[config.mk]
export PLATFORM = sky130hd
export DESIGN_NAME = uart_tx_arbiter
export DESIGN_NICKNAME = d
export VERILOG_FILES = /design/src/rtl/uart_ctrl_pkg.sv /design/src/rtl/rr_arbiter.sv /design/src/rtl/uart_tx_arbiter.sv
export SDC_FILE = /design/constraint.sdc
export NUM_CORES = 1
export LEC_CHECK = 0
export CELL_PAD_IN_SITES_DETAIL_PLACEMENT = 1
export CELL_PAD_IN_SITES_GLOBAL_PLACEMENT = 1
export CORE_ASPECT_RATIO = 2
export CORE_MARGIN = 2
export CORE_UTILIZATION = 33
export CTS_CLUSTER_SIZE = 24
export DETAILED_ROUTE_END_ITERATION = 12
export PLACE_DENSITY_LB_ADDON = 0.1
export SLEW_MARGIN = 30
export SYNTH_ARGS = -nofsm -noshare
export SYNTH_HDL_FRONTEND = slang
export SYNTH_SLANG_ARGS = --single-unit
[constraint.sdc]
create_clock -name clk_i -period 4.5 [get_ports clk_i]
set_input_delay 0.675 -clock clk_i [delete_from_list [all_inputs] [get_ports clk_i]]
set_output_delay 0.675 -clock clk_i [all_outputs]
set_load 0.01 [all_outputs]
[src/rtl/uart_ctrl_pkg.sv]
`default_nettype none
// ============================================================================
// Package  : uart_ctrl_pkg
// Brief    : Shared state encoding, reset baud divisor and small helpers for
//            the UART transmit arbiter.
// Revision : 1.0 - initial release
// ============================================================================
package uart_ctrl_pkg;

    // Baud divisor programmed into the UART straight after reset.
    localparam logic [15:0] c_BAUD_INIT_DEFAULT = 16'd434;

    // Controller states; width fixed so the encoding is stable across tools.
    typedef enum logic [2:0] {
        INIT_BAUD = 3'd0,
        IDLE      = 3'd1,
        CFG_WR    = 3'd2,
        DATA_WR   = 3'd3,
        SETTLE    = 3'd4,
        WAIT_TX   = 3'd5
    } state_t;

    // Next index after idx, wrapping at n.
    function automatic int wrap_next(input int idx, input int n);
        return (idx + 1 >= n) ? 0 : idx + 1;
    endfunction

endpackage
`default_nettype wire

[src/rtl/rr_arbiter.sv]
`default_nettype none
// ============================================================================
// Module   : rr_arbiter
// Brief    : Combinational round-robin pick: first set request bit at or
//            above ptr, wrapping modulo NUM_REQ.
// Revision : 1.0 - initial release
// ============================================================================
module rr_arbiter #(
    parameter  int NUM_REQ = 4,
    localparam int IDX_W   = $clog2(NUM_REQ)
) (
    input  logic [NUM_REQ-1:0] req,
    input  logic [IDX_W-1:0]   ptr,
    output logic               grant_valid,
    output logic [IDX_W-1:0]   grant_idx
);

    // Walk from the farthest offset back to ptr so the nearest set bit wins.
    always_comb begin : p_search
        int w_idx;
        grant_valid = 1'b0;
        grant_idx   = '0;
        w_idx       = 0;
        for (int off = NUM_REQ - 1; off >= 0; off--) begin
            w_idx = int'(ptr) + off;
            if (w_idx >= NUM_REQ) begin
                w_idx = w_idx - NUM_REQ;
            end
            if (req[w_idx]) begin
                grant_valid = 1'b1;
                grant_idx   = IDX_W'(w_idx);
            end
        end
    end

endmodule
`default_nettype wire

[src/rtl/uart_tx_arbiter.sv]
`default_nettype none
// ============================================================================
// Module   : uart_tx_arbiter
// Brief    : Shares one UART transmitter among NUM_REQ byte sources with
//            round-robin fairness, and serialises baud reprogramming requests
//            onto the same register write port.
// Revision : 1.0 - initial release
// ============================================================================
module uart_tx_arbiter
    import uart_ctrl_pkg::*;
#(
    parameter int          NUM_REQ    = 4,
    parameter logic [15:0] BAUD_INIT  = c_BAUD_INIT_DEFAULT,
    parameter int          SETTLE_CYC = 2
) (
    input  logic                       clk_i,
    input  logic                       reset_i,
    input  logic [NUM_REQ-1:0]         req_valid,
    input  logic [NUM_REQ*8-1:0]       req_data,
    output logic [NUM_REQ-1:0]         req_ready,
    input  logic                       cfg_baud_valid,
    input  logic [15:0]                cfg_baud,
    output logic                       cfg_baud_ready,
    output logic                       uart_data_sel,
    output logic                       uart_baud_sel,
    output logic                       uart_wr,
    output logic [15:0]                uart_wdata,
    input  logic                       uart_tx_busy,
    output logic [$clog2(NUM_REQ)-1:0] grant_id,
    output logic                       busy
);

    localparam int c_IDX_W = $clog2(NUM_REQ);
    localparam int c_CNT_W = (SETTLE_CYC > 1) ? $clog2(SETTLE_CYC) : 1;
    localparam logic [c_CNT_W-1:0] c_SETTLE_LAST =
        (SETTLE_CYC > 0) ? c_CNT_W'(SETTLE_CYC - 1) : '0;

    state_t               r_state;
    logic [c_IDX_W-1:0]   r_rr_ptr;
    logic [c_IDX_W-1:0]   r_grant_id;
    logic [7:0]           r_byte;
    logic [15:0]          r_baud_word;
    logic [c_CNT_W-1:0]   r_settle_cnt;
    logic                 r_wr;
    logic                 r_data_sel;
    logic                 r_baud_sel;

    logic                 w_grant_valid;
    logic [c_IDX_W-1:0]   w_grant_idx;
    logic [7:0]           w_sel_byte;
    logic                 w_idle;
    logic                 w_take_cfg;
    logic                 w_take_req;

    rr_arbiter #(
        .NUM_REQ (NUM_REQ)
    ) u_rr_arbiter (
        .req         (req_valid),
        .ptr         (r_rr_ptr),
        .grant_valid (w_grant_valid),
        .grant_idx   (w_grant_idx)
    );

    // Baud reprogramming always beats pending bytes in IDLE.
    assign w_idle     = (r_state == IDLE);
    assign w_take_cfg = w_idle && cfg_baud_valid;
    assign w_take_req = w_idle && !cfg_baud_valid && w_grant_valid;

    // Pick the winning requester's byte out of the flattened data bus.
    always_comb begin
        w_sel_byte = 8'h00;
        for (int i = 0; i < NUM_REQ; i++) begin
            if (w_grant_idx == c_IDX_W'(i)) begin
                w_sel_byte = req_data[i*8 +: 8];
            end
        end
    end

    // Accept pulses coincide with the IDLE cycle that makes the decision.
    always_comb begin
        req_ready = '0;
        for (int i = 0; i < NUM_REQ; i++) begin
            req_ready[i] = w_take_req && (w_grant_idx == c_IDX_W'(i));
        end
    end

    assign cfg_baud_ready = w_take_cfg;

    // Controller FSM; write strobes are registered one-cycle pulses that
    // default low and are raised only on entry into a write state.
    always_ff @(posedge clk_i or posedge reset_i) begin
        if (reset_i) begin
            r_state      <= INIT_BAUD;
            r_rr_ptr     <= '0;
            r_grant_id   <= '0;
            r_byte       <= 8'h00;
            r_baud_word  <= 16'h0000;
            r_settle_cnt <= '0;
            r_wr         <= 1'b0;
            r_data_sel   <= 1'b0;
            r_baud_sel   <= 1'b0;
        end else begin
            r_wr       <= 1'b0;
            r_data_sel <= 1'b0;
            r_baud_sel <= 1'b0;
            case (r_state)
                INIT_BAUD: begin
                    // First cycle out of reset raises the strobe, the second
                    // (strobe already high) moves on.
                    if (!r_wr) begin
                        r_wr        <= 1'b1;
                        r_baud_sel  <= 1'b1;
                        r_baud_word <= BAUD_INIT;
                    end else begin
                        r_state <= IDLE;
                    end
                end
                IDLE: begin
                    if (w_take_cfg) begin
                        r_state     <= CFG_WR;
                        r_wr        <= 1'b1;
                        r_baud_sel  <= 1'b1;
                        r_baud_word <= cfg_baud;
                    end else if (w_take_req) begin
                        r_state    <= DATA_WR;
                        r_wr       <= 1'b1;
                        r_data_sel <= 1'b1;
                        r_byte     <= w_sel_byte;
                        r_grant_id <= w_grant_idx;
                    end
                end
                CFG_WR: begin
                    r_state <= IDLE;
                end
                DATA_WR: begin
                    r_settle_cnt <= '0;
                    r_state      <= (SETTLE_CYC == 0) ? WAIT_TX : SETTLE;
                end
                SETTLE: begin
                    // The UART may not have raised busy yet, so ignore it here.
                    if (r_settle_cnt == c_SETTLE_LAST) begin
                        r_state <= WAIT_TX;
                    end else begin
                        r_settle_cnt <= r_settle_cnt + 1'b1;
                    end
                end
                WAIT_TX: begin
                    if (!uart_tx_busy) begin
                        r_state  <= IDLE;
                        r_rr_ptr <= c_IDX_W'(wrap_next(int'(r_grant_id), NUM_REQ));
                    end
                end
                default: begin
                    r_state <= IDLE;
                end
            endcase
        end
    end

    assign uart_wr       = r_wr;
    assign uart_data_sel = r_data_sel;
    assign uart_baud_sel = r_baud_sel;
    assign uart_wdata    = ({16{r_data_sel}} & {8'h00, r_byte})
                         | ({16{r_baud_sel}} & r_baud_word);
    assign grant_id      = r_grant_id;
    assign busy          = (r_state != IDLE);

endmodule
`default_nettype wire
==> Yosys cells after proc, flatten, opt, wreduce, memory -nomap -nowiden <==
Cells that the tools add are included.
{ "word_totals": {"out_inout_bits": 27, "regBits": 35, "wordCells": 110, "in_bits": 56} }
{ "classes": {"n_eq_ne": 14, "n_reduce_logical": 16, "bitwise_logic": 5, "n_lt_le_gt_ge": 9, "mux": 48, "add_sub_neg": 9} }
{ "ops": {"columns": ["op", "n"], "rows": [
  ["$lt A32 B4 Y1 const B", 4],
  ["$mux W32", 4],
  ["$ge A32 B4 Y1 const B", 3],
  ["$sub A32 B4 Y32 const B", 3],
  ["$mux W16", 2],
  ["$mux W8", 4],
  ["$pmux W16 S2", 1],
  ["$mux W1", 19],
  ["$and A16 B16 Y16", 1],
  ["$and A16 B8 Y16", 1],
  ["$or A16 B16 Y16", 1],
  ["$mux W3", 5],
  ["$pmux W3 S5", 1],
  ["$mux W2", 5],
  ["$ne A2 B2 Y1 const B", 5],
  ["$bmux W1 S2", 4],
  ["$logic_and A1 B1 Y1", 7],
  ["$add A2 B1 Y3 const B", 2],
  ["$add A2 B2 Y3 const B", 2],
  ["$eq A3 B3 Y1 const B", 2],
  ["$pmux W1 S2", 3],
  ["$reduce_and A3 Y1", 2],
  ["$eq A2 B2 Y1 const B", 2],
  ["$reduce_and A4 Y1", 1],
  ["other kinds (15)", 17]
]} }

==> Depth between registers and ports, before layout <==
{ "depth": {"word_depth": 15, "depth_mapped": 10, "depth_no_buf": 8} }

==> Cells and area by module <==
Synthesis repeated with hierarchy kept, for this count alone.
{ "unflattened": {"cells_unflattened": 142, "area_unflattened_um2": 1854.3} }
{ "modules_own_cells": {"columns": ["mod", "cells_per_inst", "n_inst", "seq_area_each_um2", "area_per_inst_um2"], "rows": [
  ["uart_tx_arbiter", 129, 1, 875.8, 1776.7],
  ["rr_arbiter", 13, 1, 0.0, 77.6]
]} }

==> Least setup slack after synthesis <==
OpenSTA, ideal clock, no wires.
{ "synth_path": {"path_type": "input to output", "from": "input port req_valid[2]", "to": "output port req_ready[1]", "arrival_time_ns": 1.870, "path_buffers": 1, "path_slack_ns": 1.955, "path_stages": 5, "cell_sequence": "nor2b_1 a221o_1 and2_1 clkbuf_1 nor3_2"} }
{ "synth_via": {"elab_chain_cells": 9, "word_cells_on_any_way": 23, "classes_between": "1 x eq/ne; 20 x mux; 2 x reduce/logical"} }
{ "synth_rtl": {"columns": ["element", "line_no", "text"], "rows": [
  ["from (decl)", "uart_tx_arbiter.sv:18", "input logic [NUM_REQ-1:0] req_valid,"],
  ["$bmux W1 S2", "rr_arbiter.sv:29", "if (req[w_idx]) begin"],
  ["$mux W1 (not written as such) (2 in series)", "rr_arbiter.sv:29", null],
  ["$mux W2 or $mux W1 (tied branches) (4 in series)", "rr_arbiter.sv:29", null],
  ["$eq A2 B1 Y1 or $logic_and A1 B1 Y1 (tied branches)", "uart_tx_arbiter.sv:83, uart_tx_arbiter.sv:67", null],
  ["$logic_and A1 B1 Y1 (*)", "uart_tx_arbiter.sv:83", "req_ready[i] = w_take_req && (w_grant_idx == c_IDX_W'(i));"],
  ["to (decl)", "uart_tx_arbiter.sv:20", "output logic [NUM_REQ-1:0] req_ready,"]
]} }
Every way passes the cells marked *; elsewhere a longest branch is shown, timed or not. The select of a mux whose other input is x is not followed.

==> Final worst setup path <==
{ "layout_path": {"from": "input port req_valid[1]", "to": "output port req_ready[1]"} }
The elaborated chain is that of the path after synthesis.

==> results_dict.tcl <==
set metrics [dict create \
    area_growth_syn_to_layout_pct 53.1 \
    p_comb_frac 0.436 \
    power_share_of_the_sequential_group 0.333 \
    place_congestion 0.800 \
    cp_max_fo 10 \
    post_cts.resized_instances 0 \
    clk_pin_slew_ns 0.06 \
    cts-root-to-sink-buffers 2 \
    clock_power_share 0.231 \
    fin_setup_tns_ns 0 \
    cts_setup_buffers 0 \
    cts_htree_levels 2 \
    final.period_utilization 0.836 \
    dpl.cell_count 341 \
    irDropWorstVdd_mv 0.398 \
    number_of_slew_limit_violations_in_the_final_report 0 \
    syn_area_per_cell_um2 9.26 \
    clock_skew_ns 0.00595 \
    r2r_cells 8 \
    wl_per_cell_um 16.3 \
    cp-startpoint "req_valid[1]" \
    grt_first_pass_wirelength_um 9570 \
    net-switching-power_mw 0.647 \
    post_route_cells_drive_above_1_share 0.0764 \
    initial_utilization 0.340 \
    finalHoldViolCount 0 \
    layout.cells.most_common_list "clkdlybuf4s50_1, dfrtp_1, nand2_1, o21ai_0, nor2_1" \
    numClockSinks 35 \
    crit_path_cell_chain "clkdlybuf4s50_1, a21boi_0, o22a_1, nand2_1, nor3_2, clkdlybuf4s50_1" \
    syn-num-nets 265 \
    global_route.usage.total 0.192 \
    power_leakage_nw 1.25 \
    critical-path-top-cell-by-count "clkdlybuf4s50_1" \
    detailroute.via_count 1820 \
    relative_slew_slack 0.631 \
    synth-seq-area-share 0.455 \
    wirelength_um 5700 \
    grt_pass1_vias 1991 \
    final_design_area_no_fill_mm2 0.00295 \
    core_area_mm2 0.00566 \
    internal_power_mw 1.12 \
    fp.dieW_um 58.0 \
    top_reg_cell_synth "dfrtp_1" \
    io_pins 83 \
    total_inserted_antenna_cells 0 \
    die_y_um 112 \
    drc 0 \
    dp.final_hpwl_um 4430 \
    ant_nets 0 \
    maxCapViolations 0 \
    power_density_mw_per_mm2 598 \
    worstSetupEndpoint "req_ready[1]" \
    swShare 0.367 \
    synthCells 208 \
    final_period_minus_worst_setup_slack_ns 3.76 \
    total_number_of_yosys_warnings 0 \
    tritoncts.num_buffers 5 \
    fill_cells 650 \
    synthesis_stage_register_bit_count 35 \
    placedInstanceArea_mm2 0.00277 \
    worstMarginPinSlew_ns 0.546 \
    timing.rr.start "r_state[2]" \
    rr_endpoint "r_byte[1]" \
    route.detailed.vias_per_inst 5.21 \
    final_net_count 344 \
    worst_ep_arrival_time_ns 3.09 \
    mostFrequentLayoutCell "clkdlybuf4s50_1" \
    cts-root-buf "clkbuf_16" \
    tritoncts_clock_tree "yes" \
    antenna_found_initial 0 \
    setup.worst_path.start_class "input port" \
    end_kind "primary output" \
    min_path_type "reg2reg" \
    hold_buffers 0 \
    critical_path.max_stage_delay_ns 0.62 \
    port_buffers 82 \
    grt_setup_unrepaired "false" \
    insertion_delay_ns 0.28 \
    synth_edf_count 0 \
    timing.setup.critical_path_class "in2out" \
    post_layout_cell_count 349 \
    worstPathRequired_ns 3.83 \
    worst_path_cell_with_the_longest_stage_delay "clkdlybuf4s50_1" \
    grt_overflow_total 0 \
    outcome "complete, no violations" \
    grt_start_max_net_pins 36 \
    first_iter_violations 51 \
    firstDrtPassIters 4 \
    dieArea_mm2 0.00650 \
    synth_area_mm2 0.00193 \
    netlist-cell-type-count 43 \
    setup-violations-final 0 \
    asyncSetResetFlopFracSynth 1.00 \
    core_utilization_of_the_finished_layout 0.521 \
    std_cell_rows 39 \
    clock.fmax_ghz 0.266 \
    r2r_setup_slack_ns 2.22 \
]
==> sequential cells by signal (all words and copies together), names as in the netlist <==
name           flops
uart_wr            1
r_byte             8
r_rr_ptr           2
uart_data_sel      1
r_state            3
grant_id           2
r_settle_cnt       1
r_baud_word       16
uart_baud_sel      1
==> power groups by stage <==
stage,Sequential [mW],Combinational [mW],Clock [mW]
floorplan,0.545,0.512,0
global placement,0.590,0.765,0
detailed placement,0.597,0.781,0
CTS,0.592,0.788,0.418
global route,0.614,0.862,0.430
finish,0.587,0.769,0.408
==> synthesized netlist by cell type, types with 3 or more instances <==
library cell   n  area share
and2_1         9       0.029
a211o_1        6       0.027
clkbuf_1       7       0.014
dfrtp_1       35        0.45
nand2_1       31       0.060
nor2_1        14       0.027
nor3_1         5       0.013
inv_1          6       0.012
nor2b_1        3      0.0097
nand3_1        6       0.016
a22o_1        10       0.045
a21oi_1        8       0.021
a32o_1         5       0.026
o21ai_0       25       0.065
==> cell type report <==
type | instances | area (µm²) | share of cell area
inverters | 8 | 37.5 | 0.0127
clock buffers | 6 | 139 | 0.0471
clock inverters | 2 | 35.0 | 0.0119
flip-flops and latches | 35 | 876 | 0.297
multi-input cells | 153 | 948 | 0.322
repair buffers | 84 | 836 | 0.284
well taps | 61 | 76.3 | 0.0259
==> worst min path at each step <==
stage | to | cells past startpoint | slack [ns] | startpoint
2_1_floorplan | r_baud_word[10] | 2 | 0.44 | r_baud_word[10]
3_3_place_gp | r_baud_word[12] | 2 | 0.46 | r_baud_word[12]
3_5_place_dp | r_baud_word[8] | 2 | 0.47 | r_baud_word[8]
4_1_cts | r_baud_word[8] | 2 | 0.48 | r_baud_word[8]
5_1_grt | r_baud_word[10] | 2 | 0.52 | r_baud_word[10]
6_report | r_baud_word[11] | 2 | 0.47 | r_baud_word[11]
==> per-stage QoR <==
| stage | total power [mW] | setup slack (ns) | hold WS, ns |
|---|---|---|---|
| floorplan | 1.06 | 1.96 | 0.442 |
| global placement | 1.36 | 0.816 | 0.455 |
| detailed placement | 1.38 | 0.747 | 0.471 |
| CTS | 1.80 | 0.724 | 0.484 |
| global route | 1.91 | 0.505 | 0.518 |
| finish | 1.76 | 0.740 | 0.474 |
==> cell families (layout without fill, tap and decap cells) <==
group                    after synthesis  count (layout)  synth area share
AO/OA/AOI/OAI                         71              71             0.259
adder cells (fa/ha/maj)                1               1           0.00650
buffers and inverters                 20             100            0.0533
flip-flops                            35              35             0.455
multiplexers                           4               4            0.0221
AND/OR/NAND/NOR                       77              77             0.205
==> per-layer routing <==
metal,global-route usage,vias to the layer above,share of wire
met5,0,-,0
li1,-,905,-
met1,0.203,840,0.36
met2,0.355,68,0.56
met4,0.0651,0,0.016
met3,0.0484,7,0.062
==> worst max-delay path: cells and delay by family <==
family                 cells  cell delay [ns]
AO/OA/AOI/OAI              2             0.59
buffers and inverters      2             1.16
AND/OR/NAND/NOR            2             0.66
No activity file was read; power rests on OpenSTA's default activity.
